[src/rtl/rf_access_arbiter_pkg.sv]
// Shared definitions for the register-file access arbiter.
package rf_access_arbiter_pkg;

    localparam int unsigned RF_DATA_WIDTH = 32;
    localparam int unsigned RF_ADDR_WIDTH = 5;

    typedef enum logic [1:0] {
        ST_IDLE  = 2'd0,
        ST_ISSUE = 2'd1,
        ST_WAIT  = 2'd2,
        ST_DONE  = 2'd3
    } arb_state_e;

endpackage

[src/rtl/rf_access_arbiter_rr_pick.sv]
// Combinational 2-way round-robin picker: on a tie the requester not granted last wins.
module rf_rr_pick (
    input  logic req0,
    input  logic req1,
    input  logic last_gnt,
    output logic winner,
    output logic valid
);

    // Tie goes to the requester that did not own the file last time.
    always_comb begin
        valid  = req0 | req1;
        winner = (req0 & req1) ? ~last_gnt : req1;
    end

endmodule

[src/rtl/rf_access_arbiter.sv]
// Two-requester register-file access arbiter, one access in flight at a time.
module rf_access_arbiter
    import rf_access_arbiter_pkg::*;
#(
    parameter int unsigned DATA_WIDTH     = RF_DATA_WIDTH,
    parameter int unsigned REG_ADDR_WIDTH = RF_ADDR_WIDTH
) (
    input  logic                      CLK,
    input  logic                      RST,
    input  logic                      REQ0,
    input  logic                      REQ1,
    input  logic                      WE0,
    input  logic                      WE1,
    input  logic [REG_ADDR_WIDTH-1:0] ADDRA0,
    input  logic [REG_ADDR_WIDTH-1:0] ADDRA1,
    input  logic [REG_ADDR_WIDTH-1:0] ADDRB0,
    input  logic [REG_ADDR_WIDTH-1:0] ADDRB1,
    input  logic [DATA_WIDTH-1:0]     WDATA0,
    input  logic [DATA_WIDTH-1:0]     WDATA1,
    output logic                      GNT0,
    output logic                      GNT1,
    output logic                      DONE0,
    output logic                      DONE1,
    output logic [DATA_WIDTH-1:0]     RDATA1,
    output logic [DATA_WIDTH-1:0]     RDATA2,
    output logic                      RF_READ,
    output logic                      RF_WRITE,
    output logic [REG_ADDR_WIDTH-1:0] RF_ADDR_R1,
    output logic [REG_ADDR_WIDTH-1:0] RF_ADDR_R2,
    output logic [REG_ADDR_WIDTH-1:0] RF_ADDR_W,
    output logic [DATA_WIDTH-1:0]     RF_DATA_W,
    input  logic [DATA_WIDTH-1:0]     RF_DATA_R1,
    input  logic [DATA_WIDTH-1:0]     RF_DATA_R2
);

    arb_state_e                state_q, state_d;
    logic [1:0]                gnt_q, gnt_d;
    logic                      own_q, own_d;
    logic                      last_q, last_d;
    logic                      we_q, we_d;
    logic [REG_ADDR_WIDTH-1:0] addr_r1_q, addr_r1_d;
    logic [REG_ADDR_WIDTH-1:0] addr_r2_q, addr_r2_d;
    logic [REG_ADDR_WIDTH-1:0] addr_w_q, addr_w_d;
    logic [DATA_WIDTH-1:0]     wdata_q, wdata_d;
    logic [DATA_WIDTH-1:0]     rdata1_q, rdata1_d;
    logic [DATA_WIDTH-1:0]     rdata2_q, rdata2_d;

    logic                      pick_win;
    logic                      pick_valid;
    logic                      sel_we;
    logic [REG_ADDR_WIDTH-1:0] sel_addra;
    logic [REG_ADDR_WIDTH-1:0] sel_addrb;
    logic [DATA_WIDTH-1:0]     sel_wdata;

    rf_rr_pick u_pick (
        .req0     (REQ0),
        .req1     (REQ1),
        .last_gnt (last_q),
        .winner   (pick_win),
        .valid    (pick_valid)
    );

    // Operand mux for whichever requester the picker chose this cycle.
    always_comb begin
        sel_we    = pick_win ? WE1    : WE0;
        sel_addra = pick_win ? ADDRA1 : ADDRA0;
        sel_addrb = pick_win ? ADDRB1 : ADDRB0;
        sel_wdata = pick_win ? WDATA1 : WDATA0;
    end

    // Next-state and latch logic; one FSM state per cycle.
    always_comb begin
        state_d   = state_q;
        gnt_d     = gnt_q;
        own_d     = own_q;
        last_d    = last_q;
        we_d      = we_q;
        addr_r1_d = addr_r1_q;
        addr_r2_d = addr_r2_q;
        addr_w_d  = addr_w_q;
        wdata_d   = wdata_q;
        rdata1_d  = rdata1_q;
        rdata2_d  = rdata2_q;
        case (state_q)
            ST_IDLE: begin
                if (pick_valid) begin
                    state_d = ST_ISSUE;
                    own_d   = pick_win;
                    gnt_d   = pick_win ? 2'b10 : 2'b01;
                    we_d    = sel_we;
                    if (sel_we) begin
                        addr_w_d = sel_addra;
                        wdata_d  = sel_wdata;
                    end else begin
                        addr_r1_d = sel_addra;
                        addr_r2_d = sel_addrb;
                    end
                end
            end
            ST_ISSUE: state_d = we_q ? ST_DONE : ST_WAIT;
            ST_WAIT: begin
                rdata1_d = RF_DATA_R1;
                rdata2_d = RF_DATA_R2;
                state_d  = ST_DONE;
            end
            ST_DONE: begin
                gnt_d   = '0;
                last_d  = own_q;
                state_d = ST_IDLE;
            end
            default: state_d = ST_IDLE;
        endcase
    end

    // State register; reset abandons any access in flight.
    always_ff @(posedge CLK) begin
        if (RST) begin
            state_q   <= ST_IDLE;
            gnt_q     <= '0;
            own_q     <= 1'b0;
            last_q    <= 1'b1;
            we_q      <= 1'b0;
            addr_r1_q <= '0;
            addr_r2_q <= '0;
            addr_w_q  <= '0;
            wdata_q   <= '0;
            rdata1_q  <= '0;
            rdata2_q  <= '0;
        end else begin
            state_q   <= state_d;
            gnt_q     <= gnt_d;
            own_q     <= own_d;
            last_q    <= last_d;
            we_q      <= we_d;
            addr_r1_q <= addr_r1_d;
            addr_r2_q <= addr_r2_d;
            addr_w_q  <= addr_w_d;
            wdata_q   <= wdata_d;
            rdata1_q  <= rdata1_d;
            rdata2_q  <= rdata2_d;
        end
    end

    // Strobes only in ISSUE; DONE pulses for the current owner in the DONE state.
    always_comb begin
        GNT0       = gnt_q[0];
        GNT1       = gnt_q[1];
        DONE0      = (state_q == ST_DONE) && gnt_q[0];
        DONE1      = (state_q == ST_DONE) && gnt_q[1];
        RF_WRITE   = (state_q == ST_ISSUE) && we_q;
        RF_READ    = (state_q == ST_ISSUE) && !we_q;
        RF_ADDR_R1 = addr_r1_q;
        RF_ADDR_R2 = addr_r2_q;
        RF_ADDR_W  = addr_w_q;
        RF_DATA_W  = wdata_q;
        RDATA1     = rdata1_q;
        RDATA2     = rdata2_q;
    end

endmodule

[config.mk]
export PLATFORM = sky130hd
export DESIGN_NAME = rf_access_arbiter
export DESIGN_NICKNAME = d
export VERILOG_FILES = /design/src/rtl/rf_access_arbiter_pkg.sv /design/src/rtl/rf_access_arbiter_rr_pick.sv /design/src/rtl/rf_access_arbiter.sv
export SDC_FILE = /design/constraint.sdc
export NUM_CORES = 1
export LEC_CHECK = 0
export ABC_AREA = 1
export BUFFER_PORTS_ARGS = -buffer_cell sky130_fd_sc_hd__buf_2
export CELL_PAD_IN_SITES_DETAIL_PLACEMENT = 0
export CELL_PAD_IN_SITES_GLOBAL_PLACEMENT = 1
export CORE_MARGIN = 3
export CORE_UTILIZATION = 32
export CTS_CLUSTER_SIZE = 14
export DETAILED_ROUTE_END_ITERATION = 6
export PLACE_DENSITY_LB_ADDON = 0.1
export SYNTH_ARGS = -nofsm -noshare
export SYNTH_HDL_FRONTEND = slang
export SYNTH_SLANG_ARGS = --single-unit
[constraint.sdc]
create_clock -name CLK -period 4.4 [get_ports CLK]
set_input_delay 0.22 -clock CLK [delete_from_list [all_inputs] [get_ports CLK]]
set_output_delay 0.22 -clock CLK [all_outputs]
set_load 0.03 [all_outputs]
==> impl_metrics.toml <==
[synthesis]
netlist_instances = 790
synth_top_area_share_pct = 45.6
syn-cell-area_um2 = 5170
synth_most_common_cell = "nand2_1"
syn_avg_cell_area_um2 = 6.55
ys.flop_type = "dfxtp_1"
synth.distinct_cells = 23
synth_common_cells = "229 x nand2_1, 215 x nor2_1, 118 x dfxtp_1"
ys_async_sr_fraction_pct = 0
yosysTopAreaCell = "dfxtp_1"
yosysWarningCount = 0
yosysSeqAreaShare_pct = 45.6
synth_nets = 948
synth_edf_count = 0
synth_area_leaders = "dfxtp_1 46%, nand2_1 17%, nor2_1 16%"
ys_seq_elements = 118

[flow_run]
drv_cap = 0

[sta]
maxSlewViolCount = 0
fin_crit_ns = 2.27
setup-tns-final_ns = 0
min_period_over_period_pct = 51.6
rsz0062_at_grt = "false"
worstMarginPinSlew_ns = 1.09
clock_skew_ns = 0.00692
setup_viol = 0
finalHoldViolations = 0
fmax_mhz = 440
max_slew_margin_pct = 27.4

[cts]
cts_tree = "done"
cts-root-buf = "clkbuf_16"
clk_pin_slew_ns = 0.06
post_cts_buffers = 0
numCtsBuffers = 17
cts_resized = 0
postCtsHoldBufs = 0
numClockSinks = 118
htreeDepth = 4
clock_latency_ns = 0.41
clockBufferDepth = 2

[setup_path]
reg2regPathDepth = 7
crit_path_end_kind = "flip-flop"
worstPathMaxFanout = 70
cp_data_arrival_time_ns = 2.56
cp-endpoint = "RF_DATA_W[4]$_SDFFE_PP0P_"
reg2reg_setup_slack_ns = 2.13
crit_path_start = "state_q[0]$_SDFFE_PP0P_"
path_class = "reg2reg"
timing.rr.end = "RF_DATA_W[4]$_SDFFE_PP0P_"
start_kind = "flip-flop"
crit_required_ns = 4.69
rr_startpoint = "state_q[0]$_SDFFE_PP0P_"

[floorplan]
die-area_um2 = 17700
die_w_um = 133
core-area_um2 = 15500
die_y_um = 133
start_util_pct = 33.4
pin_count = 271
rows = 45

[route]
vias = 5362
routed_wl_um = 16000
drtAntennaViolNets = 0
dr.pass1.iters = 4
drt_iter0_drc = 248
route.detailed.drc = 0
viasPerCell = 4.24
wire_per_inst_um = 12.7

[finish]
stdcell_area_um2 = 7220
drive_gt1_share_pct = 29.9
area_delta_synth_final_pct = 39.6
num-nets-final = 1196
final_cells = 1264
fillCellCount = 1645

[grt]
grtUsageTotal_pct = 17.8
grt_max_degree = 71
grt_pass1_vias = 5044
globalRouteOverflowTotal = 0
antenna_found_initial = 4
grt_pass1_wl_um = 25500

[placed_design]
gp_congestion = 0.746
io_buffers = 270
placed_cells = 1230
placed_area_um2 = 6560
dpl.hpwl_um = 11000

[power_and_ir_drop]
vdd_drop_max_v = 0.000434
powerDensity_nw_per_um2 = 718
p_leak_uw = 0.00420

[outcome]
status = "completed"

[worst_hold_path]
hold_class = "in2reg"
hp-start = "RF_DATA_R1[22]"
-- critical path, cell delays in order, from the launching register on --
cell     delay [ns]
dfxtp_1        0.35
inv_1          0.10
ha_1           0.30
inv_2          0.08
nor2_4         0.30
nand3_4        0.63
nor2_1         0.32
nor2_1         0.07
-- worst min path at each step --
stage	to	slack [ns]	cells past startpoint
3_5_place_dp	RDATA1[13]$_SDFFE_PP0N_	0.45	3
6_report	RDATA1[22]$_SDFFE_PP0N_	0.03	3
3_3_place_gp	RDATA1[0]$_SDFFE_PP0N_	0.44	3
4_1_cts	RDATA1[13]$_SDFFE_PP0N_	0.009	3
5_1_grt	RDATA2[25]$_SDFFE_PP0N_	0.01	3
2_1_floorplan	gnt_q[0]$_SDFFE_PP0P_	0.29	1
-- where the power goes --
group	total, µW	leakage [µW]	switching, µW	internal (µW)
clock	1540	0.000312	510	1030
combinational	2050	0.00292	1480	570
sequential	1590	0.000969	166	1420
-- final cells by class --
class,instances,area [µm²],share of cell area (%)
diodes,2,5.00,0.0693
clock buffers,20,457,6.32
clock inverters,12,200,2.77
inverters,79,297,4.11
multi-input cells,549,2260,31.3
flip-flops and latches,118,2360,32.7
well taps,211,264,3.66
repair buffers,273,1370,19.0
-- kinds of logic (layout without fill, tap and decap cells) --
family,count (synthesis),after routing,synth area share [%]
other,0,2,0
flip-flops,118,118,45.6
AO/OA/AOI/OAI,75,75,7.35
AND/OR/NAND/NOR,470,470,35.4
adder cells (fa/ha/maj),4,4,0.967
buffers and inverters,123,384,10.7
-- layout by cell type (no fill, tap or decap), drive strengths merged --
cell	count
nand3b	1
buf	273
dfxtp	118
o21ai	67
ha	4
clkinv	4
o211ai	2
nor2	216
nand2	231
clkbuf	20
inv	79
a21oi	6
diode	2
clkinvlp	3
bufinv	5
nand3	22
-- metal layers --
metal | up-vias | GRT usage [%] | part of all wire [%]
li1 | 2869 | - | -
met1 | 2283 | 21.2 | 43
met2 | 189 | 29.0 | 46
met3 | 15 | 8.27 | 9.5
met4 | 6 | 4.97 | 0.92
met5 | - | 0 | 0.22
-- through the flow --
step	worst slack (ns)	power [µW]	utilization (%)	hold slack [ns]
CTS	2.09	5250	46.6	0.00873
detailed placement	2.10	3680	42.4	0.446
floorplan	2.94	3110	-	0.289
global placement	2.17	3680	42.4	0.441
global route	1.81	5540	46.6	0.0111
finish	2.13	5180	46.6	0.0276
-- state kept, by name (all words and copies together) (netlist names), 2 cells and up --
register    flops
gnt_q           2
RDATA1         32
RF_ADDR_W       5
RF_ADDR_R1      5
RF_ADDR_R2      5
state_q         2
RF_DATA_W      32
RDATA2         32
(Power assumes the default switching activity.)
